`src/rtl/operand_gather8.sv`:
```
// Serial-to-parallel operand collector: packs eight WIDTH-bit words from a
// valid/ready stream into a held frame on a..h for the reduction stage.

module og8_slot #(
  parameter int WIDTH = 8
) (
  input  logic             clk,
  input  logic             rst_n,
  input  logic             we_i,
  input  logic [WIDTH-1:0] d_i,
  output logic [WIDTH-1:0] q_o
);
  logic [WIDTH-1:0] q_q;

  always_ff @(posedge clk or negedge rst_n) begin
    if (!rst_n)    q_q <= '0;
    else if (we_i) q_q <= d_i;
  end

  assign q_o = q_q;
endmodule

module operand_gather8 #(
  parameter int Port_Num = 2,
  parameter int WIDTH    = 8
) (
  input  logic             clk,
  input  logic             rst_n,
  input  logic             clr,
  input  logic             in_valid,
  output logic             in_ready,
  input  logic [WIDTH-1:0] in_data,
  output logic             out_valid,
  input  logic             out_ready,
  output logic [WIDTH-1:0] a,
  output logic [WIDTH-1:0] b,
  output logic [WIDTH-1:0] c,
  output logic [WIDTH-1:0] d,
  output logic [WIDTH-1:0] e,
  output logic [WIDTH-1:0] f,
  output logic [WIDTH-1:0] g,
  output logic [WIDTH-1:0] h,
  output logic [2:0]       fill_cnt
);
  // Port_Num only mirrors the reduction stage's interface; slot count is fixed.
  localparam int NSLOT = 8 + 0 * Port_Num;

  logic [2:0]                  fill_q, fill_d;
  logic                        ovld_q, ovld_d;
  logic                        wr;
  logic [NSLOT-1:0]            slot_we;
  logic [NSLOT-1:0][WIDTH-1:0] slot_q;

  assign in_ready = !clr && (!ovld_q || out_ready);
  assign wr       = in_valid && in_ready;

  always_comb begin
    slot_we = '0;
    if (wr) slot_we[fill_q] = 1'b1;
  end

  always_comb begin
    fill_d = fill_q;
    ovld_d = ovld_q;
    if (clr) begin
      fill_d = '0;
      ovld_d = 1'b0;
    end else begin
      if (ovld_q && out_ready) ovld_d = 1'b0;
      if (wr) begin
        fill_d = 3'(fill_q + 3'd1);
        // Last slot written: frame complete; the wrap of fill_q restarts at a.
        if (fill_q == 3'd7) ovld_d = 1'b1;
      end
    end
  end

  always_ff @(posedge clk or negedge rst_n) begin
    if (!rst_n) begin
      fill_q <= '0;
      ovld_q <= 1'b0;
    end else begin
      fill_q <= fill_d;
      ovld_q <= ovld_d;
    end
  end

  for (genvar i = 0; i < NSLOT; i++) begin : g_slot
    og8_slot #(.WIDTH(WIDTH)) u_slot (
      .clk   (clk),
      .rst_n (rst_n),
      .we_i  (slot_we[i]),
      .d_i   (in_data),
      .q_o   (slot_q[i])
    );
  end

  assign a         = slot_q[0];
  assign b         = slot_q[1];
  assign c         = slot_q[2];
  assign d         = slot_q[3];
  assign e         = slot_q[4];
  assign f         = slot_q[5];
  assign g         = slot_q[6];
  assign h         = slot_q[7];
  assign out_valid = ovld_q;
  assign fill_cnt  = fill_q;
endmodule

```
`config.mk`:
```
export PLATFORM = sky130hd
export DESIGN_NAME = operand_gather8
export DESIGN_NICKNAME = d
export VERILOG_FILES = /design/src/rtl/operand_gather8.sv
export SDC_FILE = /design/constraint.sdc
export NUM_CORES = 1
export LEC_CHECK = 0
export CORE_MARGIN = 2
export CORE_UTILIZATION = 46
export CTS_CLUSTER_DIAMETER = 40
export CTS_CLUSTER_SIZE = 30
export DETAILED_ROUTE_END_ITERATION = 16
export HOLD_SLACK_MARGIN = 0.03
export PLACE_DENSITY = 0.79
export SETUP_SLACK_MARGIN = 0.1
export SKIP_LAST_GASP = 1
export SYNTH_ARGS = -nofsm -noshare
export SYNTH_HDL_FRONTEND = slang
export SYNTH_SLANG_ARGS = --single-unit
```
`constraint.sdc`:
```
create_clock -name clk -period 2.25 [get_ports clk]
set_clock_uncertainty 0.1 [all_clocks]
set_input_delay 0.45 -clock clk [delete_from_list [all_inputs] [get_ports clk]]
set_output_delay 0.45 -clock clk [all_outputs]
set_load 0.03 [all_outputs]
```
==> metrics.md <==
| Metric | Value |
|---|---|
| Max-cap violations | 0 |
| Clock Tree Root | clkbuf_8 |
| Fin Setup TNS | 0 ns |
| Area added between synthesis and finish | 46.83% |
| Worst path arrival time | 1.44 ns |
| Drt wl/cell | 17.86 um |
| Setup violators final | 0 |
| EDFF count, synth | 0 |
| Largest net degree at the start of global routing | 32 |
| CTS max path bufs | 2 |
| Synth warn | 0 |
| Critical path startpoint category | primary input |
| Antenna violations before repair | 0 |
| Post-synth top cells | dfrtp_1, mux2_2, a21oi_1, nand3_1 |
| Worst hold path class | in2async |
| Commonest register cell after synthesis | dfrtp_1 |
| Post-detail-place hpwl | 4.571 mm |
| GRT Overall Usage | 21.65% |
| ANT cells | 0 |
| Routed Antenna Nets | 0 |
| TritonCTS sink count | 68 |
| Die area | 6464 sq um |
| Peak supply drop | 0.0005376 V |
| Path type of the worst setup path | in2out |
| Vias | 1804 |
| Count of pins over their slew limit | 0 |
| Leakage | 1.812 nW |
| Port bufs | 81 |
| Number of nets in the layout | 294 |
| RSZ-0062 raised after global routing | false |
| TritonCTS clock tree | yes |
| Sequential-to-total area share from yosys stat | 63.37% |
| CP Max Fanout | 9 |
| DR iter-0 viols | 70 |
| Starting Density | 48.17% |
| Synth area leaders | dfrtp_1, mux2_2, ha_1 |
| Io pins | 82 |
| DRT Pass-1 Iters | 4 |
| Mapped Nets | 185 |
| Residual DRC | 0 |
| CP Capture Type | primary output |
| Fraction of layout cells with a size suffix above 1 | 37.32% |
| H-Tree Depth | 3 |
| Setup WS pre-CTS | 0.003354 ns |
| Outcome | completed |
| Top cell type by total area after synthesis | dfrtp_1 |
| Max-slew headroom | 53.04% |
| Gp weighted congestion | 0.7932 |
| Core Rows | 27 |
| Cell count after synthesis | 170 |
| Asr flop ratio synth | 100.0% |
| Final WL | 6.357 mm |
| Inserted Clock Buffers | 9 |
| Share of the synthesized area in the top cell type | 63.37% |
| Worst-Margin Slew | 0.7044 ns |
| Synth unique cells | 21 |
| Clk_lat worst skew | 0.34 ns |
| Most numerous cell in the Yosys netlist | dfrtp_1 |
| Via density | 5.067 |
| Final setup margin | 0.2639 ns |
| Die height | 80.40 um |
| Min Tclk post-route | 1.986 ns |
| Hold Violations, Final | 0 |
| Pwr dens | 876.5 nW/um^2 |
| First-pass GRT wire length | 10.04 mm |
| Core area | 5574 sq um |
| Yosys reg bits | 68 |
| Peak Freq | 503.5 MHz |
| Syn Area/Cell | 15.79 sq um |
| Setup bufs post-CTS | 0 |
| Vias in the first global route | 1851 |
| Clock transition at the registers of the reported paths | 0.07 ns |
| Worst Path Required | 1.70 ns |
| Grt ovf | 0 |
| Final period util | 88.27% |
| Die X | 80.40 um |
| Synthesized area | 2685 sq um |
==> through the flow <==
step	utilization, %	power (mW)	cells	instance area, sq um	hold slack [ns]
floorplan	-	1.998	170	2685	0.05441
global placement	66.98	2.444	340	3734	0.3866
detailed placement	66.98	2.468	340	3734	0.3926
CTS	70.64	3.493	356	3938	0.05750
global route	70.73	3.603	356	3943	0.09187
finish	70.73	3.456	356	3943	0.05135
==> what timing repair did <==
action	CTS	global route
setup endpoints to repair	0	2
endpoints found under the hold margin	0	0
gates resized for setup	0	2
hold buffers	0	0
==> per-layer routing <==
metal  routed length [um]  vias up  global-route usage, %
met5                    0        -                      0
met4                   98        0                  8.136
met3                  361        7                  7.416
met2                 3016       51                  33.00
met1                 2880      920                  28.65
li1                     -      826                      -
==> final timing paths <==
kind / slack [ns] / depth (start not counted) / start / end
hold reg to reg: 0.40 / 1 / g_slot[0].u_slot.q_o[4] / g_slot[0].u_slot.q_o[4]
min in group clk: 0.40 / 1 / g_slot[0].u_slot.q_o[4] / g_slot[0].u_slot.q_o[4]
setup reg to reg: 0.49 / 5 / out_valid / g_slot[6].u_slot.q_o[6]
max in group asynchronous: 1.36 / 2 / rst_n / g_slot[5].u_slot.q_o[6]
setup / recovery: 0.26 / 5 / out_ready / in_ready
hold / removal: 0.05 / 1 / rst_n / g_slot[5].u_slot.q_o[7]
==> where the power goes <==
part | total (mW) | switching [mW] | internal (mW)
registers | 1.48 | 0.0916 | 1.39
logic | 0.957 | 0.521 | 0.436
clock network | 1.02 | 0.445 | 0.573
==> registers in the layout (all words and copies together) (netlist names) <==
name	flops
fill_cnt	3
out_valid	1
g_slot.u_slot.q_o	64
==> layout by cell type (no fill, tap or decap), types with 2 or more instances in the layout <==
master and count:
clkdlybuf4s50_1 77, dfrtp_1 68, mux2_2 64, buf_4 22
clkbuf_8 11, a21oi_1 4, nand3_1 4, o21ai_0 3
nand2b_1 2, nand2_1 2, nor2b_1 2, nor3b_1 2
nand3b_1 2, nor3_2 2, nor2_1 2, ha_1 2
clkinvlp_4 2, clkbuf_1 2, dlymetal6s2s_1 2
==> layout make-up <==
| type | count | area, sq um |
|---|---|---|
| clock inverter | 3 | 45.04 |
| multi-input combinational | 96 | 957.2 |
| tap | 72 | 90.09 |
| clock buffer | 13 | 158.9 |
| sequential | 68 | 1702 |
| fill | 402 | 1632 |
| timing repair buffer | 103 | 985.9 |
| inverter | 1 | 3.754 |
==> cells by family after synthesis <==
logic type	Yosys count	synth area share, %
buffers and inverters	6	0.9784
AND/OR/NAND/NOR	23	6.570
flip-flops	68	63.37
AO/OA/AOI/OAI	7	1.305
multiplexers	64	26.84
adder cells (fa/ha/maj)	2	0.9318
==> critical path, cell delays in order <==
cell	delay (ns)
clkdlybuf4s50_1	0.47
nor2b_1	0.05
buf_4	0.17
nor2_1	0.11
buf_4	0.17
No activity file was read; power rests on OpenSTA's default activity.
==> patch: new RTL, same flow settings <==
Register the output `fill_cnt` once more, cleared by the reset; this adds one clock of latency there. The other outputs are not delayed to match.
--- a/src/rtl/operand_gather8.sv
+++ b/src/rtl/operand_gather8.sv
@@ -104,6 +104,12 @@
   assign g         = slot_q[6];
   assign h         = slot_q[7];
   assign out_valid = ovld_q;
-  assign fill_cnt  = fill_q;
+  always_ff @(posedge clk or negedge rst_n) begin
+    if (!rst_n) begin
+      fill_cnt <= '0;
+    end else begin
+      fill_cnt <= fill_q;
+    end
+  end
 endmodule
 
Behaviour: not the same (a bounded check fails within 4 cycles, from zero or initial values and one cycle with rst_n low).
==> patch against the unedited design <==
Synthesized cell count increased by 1.8%. Sequential cell count increased by 3. Critical endpoint is now g[4]. Hold slack got worse by 36 ps. Utilization decreased by 2.7 points. Highest routed layer unchanged. Setup slack improved by 27 ps. Routed wire length decreased by 1.9%. Area after synthesis increased by 2.8%. Non-clock buffer count decreased by 3. Global-route usage decreased by 0.73 points. Final area increased by 0.95%. Register-to-register slack improved by 50 ps. Total power increased by 0.46%.
==> patch: results (changes against the unedited design) <==
outcome completed; peak per-stage delay on the critical path 680 ps (+210 ps); critical path peak fanout 2 (-7); register-to-register path setup slack 540 ps (+50 ps); total global routing track utilization 0.209 (-0.00729); pin count of the biggest net entering global routing 72 (+130%); distinct cell type count after synthesis 21 (unchanged); Post CTS Setup Buffer Count 0 (unchanged); Routed Wire Length 6240 µm (-1.9%); leakage power 1.81 nW (-0.30%); final weighted congestion in routability-driven placement 0.786 (-0.96%); Largest register FFs 64 (unchanged); top cells by instance count after synthesis sky130_fd_sc_hd__dfrtp_1 (71), sky130_fd_sc_hd__mux2_2 (64), sky130_fd_sc_hd__a21oi_1 (4), sky130_fd_sc_hd__nand3_1 (4); arrival time at the worst endpoint 1410 ps (-30 ps); fraction of layout instances using a drive strength above 1 0.363 (-0.0106); source of the worst register-to-register timing path out_valid; HPWL after detailed placement 4260 µm (-6.9%); sequential fraction of the synthesis area 0.644 (+0.00996); IR Drop Worst-Case VDD 0.606 mV (+13%); CTS-repair resized insts 0 (unchanged); antenna diode instance count 0 (unchanged); CTS buffer count 9 (unchanged); DR iter-0 viols 99 (+41%); Yosys warnings 0 (unchanged); via count of the first global-routing pass 1789 (-3.3%); Total Nets Final 294 (unchanged); endpoint of the worst-slack reg-to-reg timing path g_slot[6].u_slot.q_o[6]; net count after synthesis 188 (+1.6%); Hold Crit Class input port to async pin; cell with the biggest individual delay on the critical path sky130_fd_sc_hd__clkdlybuf4s50_1; average vias per placed instance 5.12 (+1.1%); Main synth FF type sky130_fd_sc_hd__dfrtp_1; Synth area leaders sky130_fd_sc_hd__dfrtp_1 (64%), sky130_fd_sc_hd__mux2_2 (26%), sky130_fd_sc_hd__ha_1 (0.91%); Placement Setup Slack 17.9 ps (+14.6 ps); first-pass GRT wire length 9820 µm (-2.2%); filler cell count 415 (+3.2%); Worst Tran Pin Value 409 ps (-296 ps)
## patch: layout make-up
| type | instances | share of cell area |
|---|---|---|
| Tap cell | 75 | 0.0236 |
| Clock inverter | 4 | 0.0113 |
| Timing Repair Buffer | 100 | 0.241 |
| Sequential cell | 71 | 0.446 |
| Inverter | 1 | 0.000943 |
| Multi-Input combinational cell | 96 | 0.240 |
| Clock buffer | 12 | 0.0365 |
## patch: cell families after synthesis
| kind of cell | Yosys count | share of synthesized area |
|---|---|---|
| fa+ha+maj | 2 | 0.00906 |
| simple gates | 23 | 0.0639 |
| buf+inv | 6 | 0.00952 |
| compound gates | 7 | 0.0127 |
| flops | 71 | 0.644 |
| mux | 64 | 0.261 |
## patch: where the power goes
group / internal [mW] / total (mW) / switching, mW
clock network: 0.538 / 0.991 / 0.453
registers: 1.44 / 1.54 / 0.0909
logic: 0.433 / 0.945 / 0.512
total: 2.42 / 3.47 / 1.06
## patch: how the worst max path moves through the flow
stage                                        from                 endpoint  depth (start not counted)  slack, ps
after detailed placement                      clr  g_slot[5].u_slot.q_o[7]                          5         20
final                     g_slot[6].u_slot.q_o[4]                     g[4]                          1        290
after global routing                    out_ready                 in_ready                          5        230
after CTS                 g_slot[7].u_slot.q_o[6]                     h[6]                          1        280
after floorplan                         out_valid  g_slot[7].u_slot.q_o[0]                          4        350
after global placement                        clr  g_slot[7].u_slot.q_o[7]                          5         50
## patch: through the flow
step / std cells / utilization / cell area [µm²] / power, mW / hold WS (ps)
detailed placement: 343 / 0.648 / 3790 / 2.51 / 393
finish: 359 / 0.680 / 3980 / 3.47 / 15.5
floorplan: 173 / - / 2760 / 2.06 / 54.4
global placement: 343 / 0.648 / 3790 / 2.50 / 387
global route: 359 / 0.680 / 3980 / 3.63 / 44.4
CTS: 359 / 0.680 / 3980 / 3.51 / 36.0
## patch: layer usage
metal	global-route usage	vias up	part of all wire
met5	0	-	0
met4	0.0864	0	0.016
met3	0.0670	9	0.067
met2	0.293	58	0.45
met1	0.301	940	0.47
li1	-	832	-
